File: src/rtl/fifo_arb_pkg.sv
// Shared definitions for the FIFO write arbiter slice.
//   arb_state_e        : arbiter FSM states (IDLE=0, BURST=1)
//   clog2()            : ceiling log2, usable in parameter expressions
//   FIFO_WIDTH_DEFAULT : data width default, shared with FIFO_SYNC
package fifo_arb_pkg;

  localparam int unsigned FIFO_WIDTH_DEFAULT = 8;

  typedef enum logic {
    IDLE  = 1'b0,
    BURST = 1'b1
  } arb_state_e;

  function automatic int unsigned clog2(input int unsigned v);
    int unsigned r;
    r = 0;
    for (int unsigned i = 0; i < 32; i++) begin
      if ((64'd1 << i) < 64'(v)) r = i + 1;
    end
    return r;
  endfunction

endpackage

File: src/rtl/fifo_rr_pick.sv
// Combinational rotating-priority picker.
//   req_i    : request vector
//   start_i  : first index examined; search continues start_i+1, ... mod NUM_REQ
//   onehot_o : one-hot of the selected request (zero when none)
//   idx_o    : index of the selected request (zero when none)
//   any_o    : at least one request present
module fifo_rr_pick #(
  parameter int unsigned NUM_REQ = 4,
  parameter int unsigned ID_W    = 2
) (
  input  logic [NUM_REQ-1:0] req_i,
  input  logic [ID_W-1:0]    start_i,
  output logic [NUM_REQ-1:0] onehot_o,
  output logic [ID_W-1:0]    idx_o,
  output logic               any_o
);

  always_comb begin
    int unsigned k;
    logic [ID_W-1:0] kk;
    onehot_o = '0;
    idx_o    = '0;
    any_o    = 1'b0;
    k        = 0;
    kk       = '0;
    for (int unsigned i = 0; i < NUM_REQ; i++) begin
      k  = (32'(start_i) + i) % NUM_REQ;
      kk = ID_W'(k);
      if (!any_o && req_i[kk]) begin
        any_o        = 1'b1;
        idx_o        = kk;
        onehot_o[kk] = 1'b1;
      end
    end
  end

endmodule

File: src/rtl/fifo_wr_arbiter.sv
// Round-robin write arbiter sharing one FIFO_SYNC write port among NUM_REQ
// producers, with bounded burst locking (up to MAX_BURST beats per tenure).
//   clk, rst_n  : clock, asynchronous active-low reset
//   req_valid   : per-producer beat valid
//   req_data    : flattened producer data, producer k at [k*FIFO_WIDTH +: FIFO_WIDTH]
//   req_ready   : one-hot (or zero) accept, beat transfers on valid&ready
//   fifo_full   : FIFO full flag; no write is issued while it is high
//   fifo_wr_en  : FIFO write enable
//   fifo_d_in   : FIFO write data (zero when not writing)
//   grant_id    : current grantee index, meaningful while grant_valid=1
//   grant_valid : a grantee exists this cycle
//   locked      : arbiter is in a burst tenure
module fifo_wr_arbiter
  import fifo_arb_pkg::*;
#(
  parameter int unsigned NUM_REQ    = 4,
  parameter int unsigned FIFO_WIDTH = FIFO_WIDTH_DEFAULT,
  parameter int unsigned MAX_BURST  = 4,
  localparam int unsigned ID_W      = (clog2(NUM_REQ) < 1) ? 1 : clog2(NUM_REQ)
) (
  input  logic                          clk,
  input  logic                          rst_n,
  input  logic [NUM_REQ-1:0]            req_valid,
  input  logic [NUM_REQ*FIFO_WIDTH-1:0] req_data,
  output logic [NUM_REQ-1:0]            req_ready,
  input  logic                          fifo_full,
  output logic                          fifo_wr_en,
  output logic [FIFO_WIDTH-1:0]         fifo_d_in,
  output logic [ID_W-1:0]               grant_id,
  output logic                          grant_valid,
  output logic                          locked
);

  localparam int unsigned CNT_W = (clog2(MAX_BURST + 1) < 1) ? 1 : clog2(MAX_BURST + 1);

  arb_state_e       state_q, state_d;
  logic [ID_W-1:0]  last_q, last_d;
  logic [CNT_W-1:0] cnt_q, cnt_d, cnt_inc;

  logic [ID_W-1:0]    start;
  logic [NUM_REQ-1:0] pick_onehot;
  logic [ID_W-1:0]    pick_idx;
  logic               pick_any;
  logic               hold;
  logic [ID_W-1:0]    owner;
  logic [NUM_REQ-1:0] owner_oh;
  logic               gv;
  logic               wr;

  logic [FIFO_WIDTH-1:0] data_arr [NUM_REQ];

  for (genvar k = 0; k < NUM_REQ; k++) begin : g_slice
    assign data_arr[k] = req_data[k*FIFO_WIDTH +: FIFO_WIDTH];
  end

  assign start = (last_q == ID_W'(NUM_REQ - 1)) ? '0 : last_q + ID_W'(1);

  fifo_rr_pick #(
    .NUM_REQ (NUM_REQ),
    .ID_W    (ID_W)
  ) u_pick (
    .req_i    (req_valid),
    .start_i  (start),
    .onehot_o (pick_onehot),
    .idx_o    (pick_idx),
    .any_o    (pick_any)
  );

  // A burst owner that drops valid falls through to the picker in the same
  // cycle, so release costs no dead cycle.
  assign hold     = (state_q == BURST) && req_valid[last_q];
  assign owner    = hold ? last_q : pick_idx;
  assign owner_oh = hold ? (NUM_REQ'(1) << last_q) : pick_onehot;

  // All outputs are gated by rst_n so they drop combinationally on reset.
  assign gv          = rst_n & (hold | pick_any);
  assign wr          = gv & ~fifo_full;
  assign grant_valid = gv;
  assign grant_id    = gv ? owner : '0;
  assign fifo_wr_en  = wr;
  assign req_ready   = wr ? owner_oh : '0;
  assign fifo_d_in   = wr ? data_arr[owner] : '0;
  assign locked      = rst_n & (state_q == BURST);

  always_comb begin
    state_d = state_q;
    last_d  = last_q;
    cnt_d   = cnt_q;
    cnt_inc = cnt_q + CNT_W'(1);
    if (wr) begin
      if (hold) begin
        if (cnt_inc == CNT_W'(MAX_BURST)) begin
          state_d = IDLE;
          cnt_d   = '0;
        end else begin
          state_d = BURST;
          cnt_d   = cnt_inc;
        end
      end else begin
        last_d  = owner;
        cnt_d   = CNT_W'(1);
        state_d = (MAX_BURST > 1) ? BURST : IDLE;
      end
    end else if ((state_q == BURST) && !(|req_valid)) begin
      state_d = IDLE;
      cnt_d   = '0;
    end
  end

  always_ff @(posedge clk or negedge rst_n) begin
    if (!rst_n) begin
      state_q <= IDLE;
      last_q  <= ID_W'(NUM_REQ - 1);
      cnt_q   <= '0;
    end else begin
      state_q <= state_d;
      last_q  <= last_d;
      cnt_q   <= cnt_d;
    end
  end

endmodule

File: config.mk
export PLATFORM = sky130hd
export DESIGN_NAME = fifo_wr_arbiter
export DESIGN_NICKNAME = d
export VERILOG_FILES = /design/src/rtl/fifo_arb_pkg.sv /design/src/rtl/fifo_rr_pick.sv /design/src/rtl/fifo_wr_arbiter.sv
export SDC_FILE = /design/constraint.sdc
export NUM_CORES = 1
export LEC_CHECK = 0
export CELL_PAD_IN_SITES_DETAIL_PLACEMENT = 0
export CELL_PAD_IN_SITES_GLOBAL_PLACEMENT = 1
export CORE_MARGIN = 4
export CORE_UTILIZATION = 35
export DETAILED_ROUTE_END_ITERATION = 8
export PLACE_DENSITY = 0.8
export SYNTH_ARGS = -nofsm -noshare
export SYNTH_HDL_FRONTEND = slang
export SYNTH_SLANG_ARGS = --single-unit
File: constraint.sdc
create_clock -name clk -period 4.1 [get_ports clk]
set_input_delay 0.615 -clock clk [delete_from_list [all_inputs] [get_ports clk]]
set_output_delay 0.615 -clock clk [all_outputs]
set_load 0.01 [all_outputs]
==> results.md <==
* Global route total overflow at 0
* Worst-margin pin slew at between 0.7 and 0.8 ns
* Startpoint types: input port
* Worst slew margin at 50.3%
* Filler instances at between 500 and 600
* Post-synth EDFFs at 0
* Die Area at 6470 µm²
* Post-DP HPWL at between 4 and 5 mm
* Drt initial violations at 71
* DRC violations left at 0
* Die height at ~80 µm
* Initial antenna violation count at 0
* Gr usage total at a little under a fifth
* Register Area at between 150 and 200 µm²
* Placed Cells incl. Taps at roughly 360
* Share of cells above drive strength 1 at 28.3%
* Cell variety after synth at 53
* Reg2Reg Depth at 9
* Crit share post-route at a little over nine tenths
* Largest area contributor in the netlist: a211oi_1
* P per Cell Area at 742 nW/µm²
* CTS H-tree depth at 1
* Async S/R FF share, synth at 100%
* Largest net degree at the start of global routing at 22
* Antenna fix cells at 0
* Nets@finish at 348
* Final setup fails at 0
* Worst IR drop on VDD at 424 µV
* PnR Total Power at a little under 2 mW
* Synth Area in Compound Gates at around 41%
* Worst reg2reg path startpoint: last_q[0]
* Post-Syn Area at roughly 1800 µm²
* CP Capture Type: primary output
* Chip width at 80.4 µm
* Synthesized instance count at between 200 and 250
* Hold Crit Depth at 1
* Synth Flop Type: dfrtp_1
* Mean Syn Cell Area at 8.12 µm²
* Worst reg-to-reg setup slack at roughly 1.4 ns
* ANT nets after route at 0
* Max cap viols at 0
* Vias in the first global route at approximately 2,000
* Layout Utilization at a little over half
* Post-synthesis mux area share at 11.2%
* Final Slew Violations at 0
* Clk_lat worst skew at about 0.22 ns
* Worst clock skew at 0.00157 ns
* Largest family of logic cells by synthesized area: compound AO/OA/AOI/OAI gates
* Register area share after synthesis at under 10%
* Worst Hold Launch: cnt_q[0]
* Clock Path Buffers at 2
* CTS root buf: clkbuf_8
* Lkg Pwr at roughly 1.2 nW
* Yosys warnings at 0
* CTS Sinks at 6
* Fin Setup TNS at 0 ns
* Multi-input combinational cell area at 1510 µm²
* Total CTS buffers at 3
* # rows at 26
* Hold WS at slightly below 0.5 ns
* Worst hold endpoint: cnt_q[0]
* Core area at around 5100 µm²
* Io pins at 56
* Clk pin slew, worst setup/hold paths at around 0.040 ns
* Min Tclk post-route at approximately 4 ns
* Top post-synthesis cells by count: nand2_1, a211oi_1, a22o_2, nor2_1, ha_1
* Setup CP Type: in -> out
* Via Count at ~2,100
* Cell Count, Final, Fillers Out at approximately 370
* Initial Util at between 30 and 40%
* WP data arrival at approximately 3.4 ns
* Post-Synth XOR/XNOR Area at 0%
* Router iterations before antenna repair at 4
* CTS tree: done
* Area grow syn2layout at 45.7%
* Peak Freq at 0.250 GHz
* Area share of the largest cell type after synthesis at 9.82%
* Syn_nets at about 280
* Reg-to-reg critical path endpoint: state_q
* Post-synthesis adder-cell area fraction at 7.50%
* Yosys reg bits at 6
* WL/cell at approximately 16 µm
* Top cells by area, synth: a211oi_1, ha_1, a22o_2, dfrtp_1, nand2_1
* Min-Delay Path Class: reg -> reg
* CP required at between 3 and 4 ns
* Status: complete, no violations
* Final hold violations at 0
* Global-route wire length before repair at roughly 9.7 mm
* Routed Wire Length at ~6 mm
* Fraction of the mapped netlist area in simple logic gates at between 20% and 30%
* Detailed-route vias per instance at between 5 and 6
* Port Buffers at 55
* Crit-path max FO at 13
* GPL Wtd Cong at 0.899
* Top-count cell post-synth: nand2_1
==> power by group <==
group / internal (mW) / switching, mW / total, mW
Sequential: 0.0902 / 0.0332 / 0.123
Combinational: 0.851 / 0.918 / 1.77
Clock: 0.0669 / 0.0260 / 0.0929
==> per-stage QoR <==
step | area, µm² | worst slack [ns]
after global routing | 2680 | -0.00750
after CTS | 2640 | 0.00544
after detailed placement | 2580 | -0.0951
after global placement | 2580 | -0.0469
after floorplan | 1840 | 0.925
final | 2680 | 0.105
==> routing by layer <==
metal | wire length [µm] | up-vias | track usage [%]
li1 | - | 1029 | -
met1 | 2780 | 967 | 24.5
met2 | 2840 | 66 | 31.1
met3 | 279 | 2 | 2.47
met4 | 30 | 0 | 1.86
met5 | 0 | - | 0
==> what timing repair did <==
action	CTS	global route
hold buffers	0	0
setup buffers	0	1
endpoints found under the hold margin	0	0
endpoints found under the setup margin	8	12
cloned	0	0
resized for setup	2	13
==> sequential cells by signal, indices dropped and copies added (netlist names) <==
name and count:
last_q 2, state_q 1, cnt_q 3
==> how the worst max path moves through the flow <==
| stage | endpoint | slack (ns) | cells after the start | from |
|---|---|---|---|---|
| after floorplan | fifo_d_in[6] | 0.93 | 8 | req_valid[2] |
| after global placement | fifo_d_in[2] | -0.05 | 8 | req_valid[1] |
| after detailed placement | fifo_d_in[2] | -0.1 | 8 | req_valid[1] |
| after CTS | fifo_d_in[2] | 0.005 | 9 | req_valid[3] |
| after global routing | req_ready[1] | -0.007 | 10 | req_valid[3] |
| final | req_ready[0] | 0.11 | 10 | req_valid[3] |
==> layout by cell type, fill, tap and decap left out, types with 10 or more instances in the layout <==
cell type        count
clkdlybuf4s50_1     45
buf_4               29
nand2_1             25
a211oi_1            24
a22o_2              13
nor2_1              11
ha_1                11
dlymetal6s2s_1      10
==> critical path, stage by stage <==
cell             delay, ns
clkdlybuf4s50_1       0.46
or4_2                 0.71
o31a_2                0.17
buf_4                 0.15
o41ai_4               0.32
nor2_2                0.12
buf_4                 0.20
o21ai_0               0.09
nor2_1                0.06
clkdlybuf4s50_1       0.48
==> final cells by class <==
cell class / instances / area share, %
clock buffers: 4 / 1.68
inverters: 7 / 0.982
multi-input cells: 193 / 56.5
flip-flops and latches: 6 / 5.71
well taps: 70 / 3.27
repair buffers: 87 / 31.9
==> kinds of logic after synthesis <==
| kind of cell | Yosys count |
|---|---|
| AO/OA/AOI/OAI | 92 |
| adder cells (fa/ha/maj) | 11 |
| buffers and inverters | 27 |
| flip-flops | 6 |
| multiplexers | 14 |
| AND/OR/NAND/NOR | 76 |
Note: power is estimated with default switching activity, not from simulation.
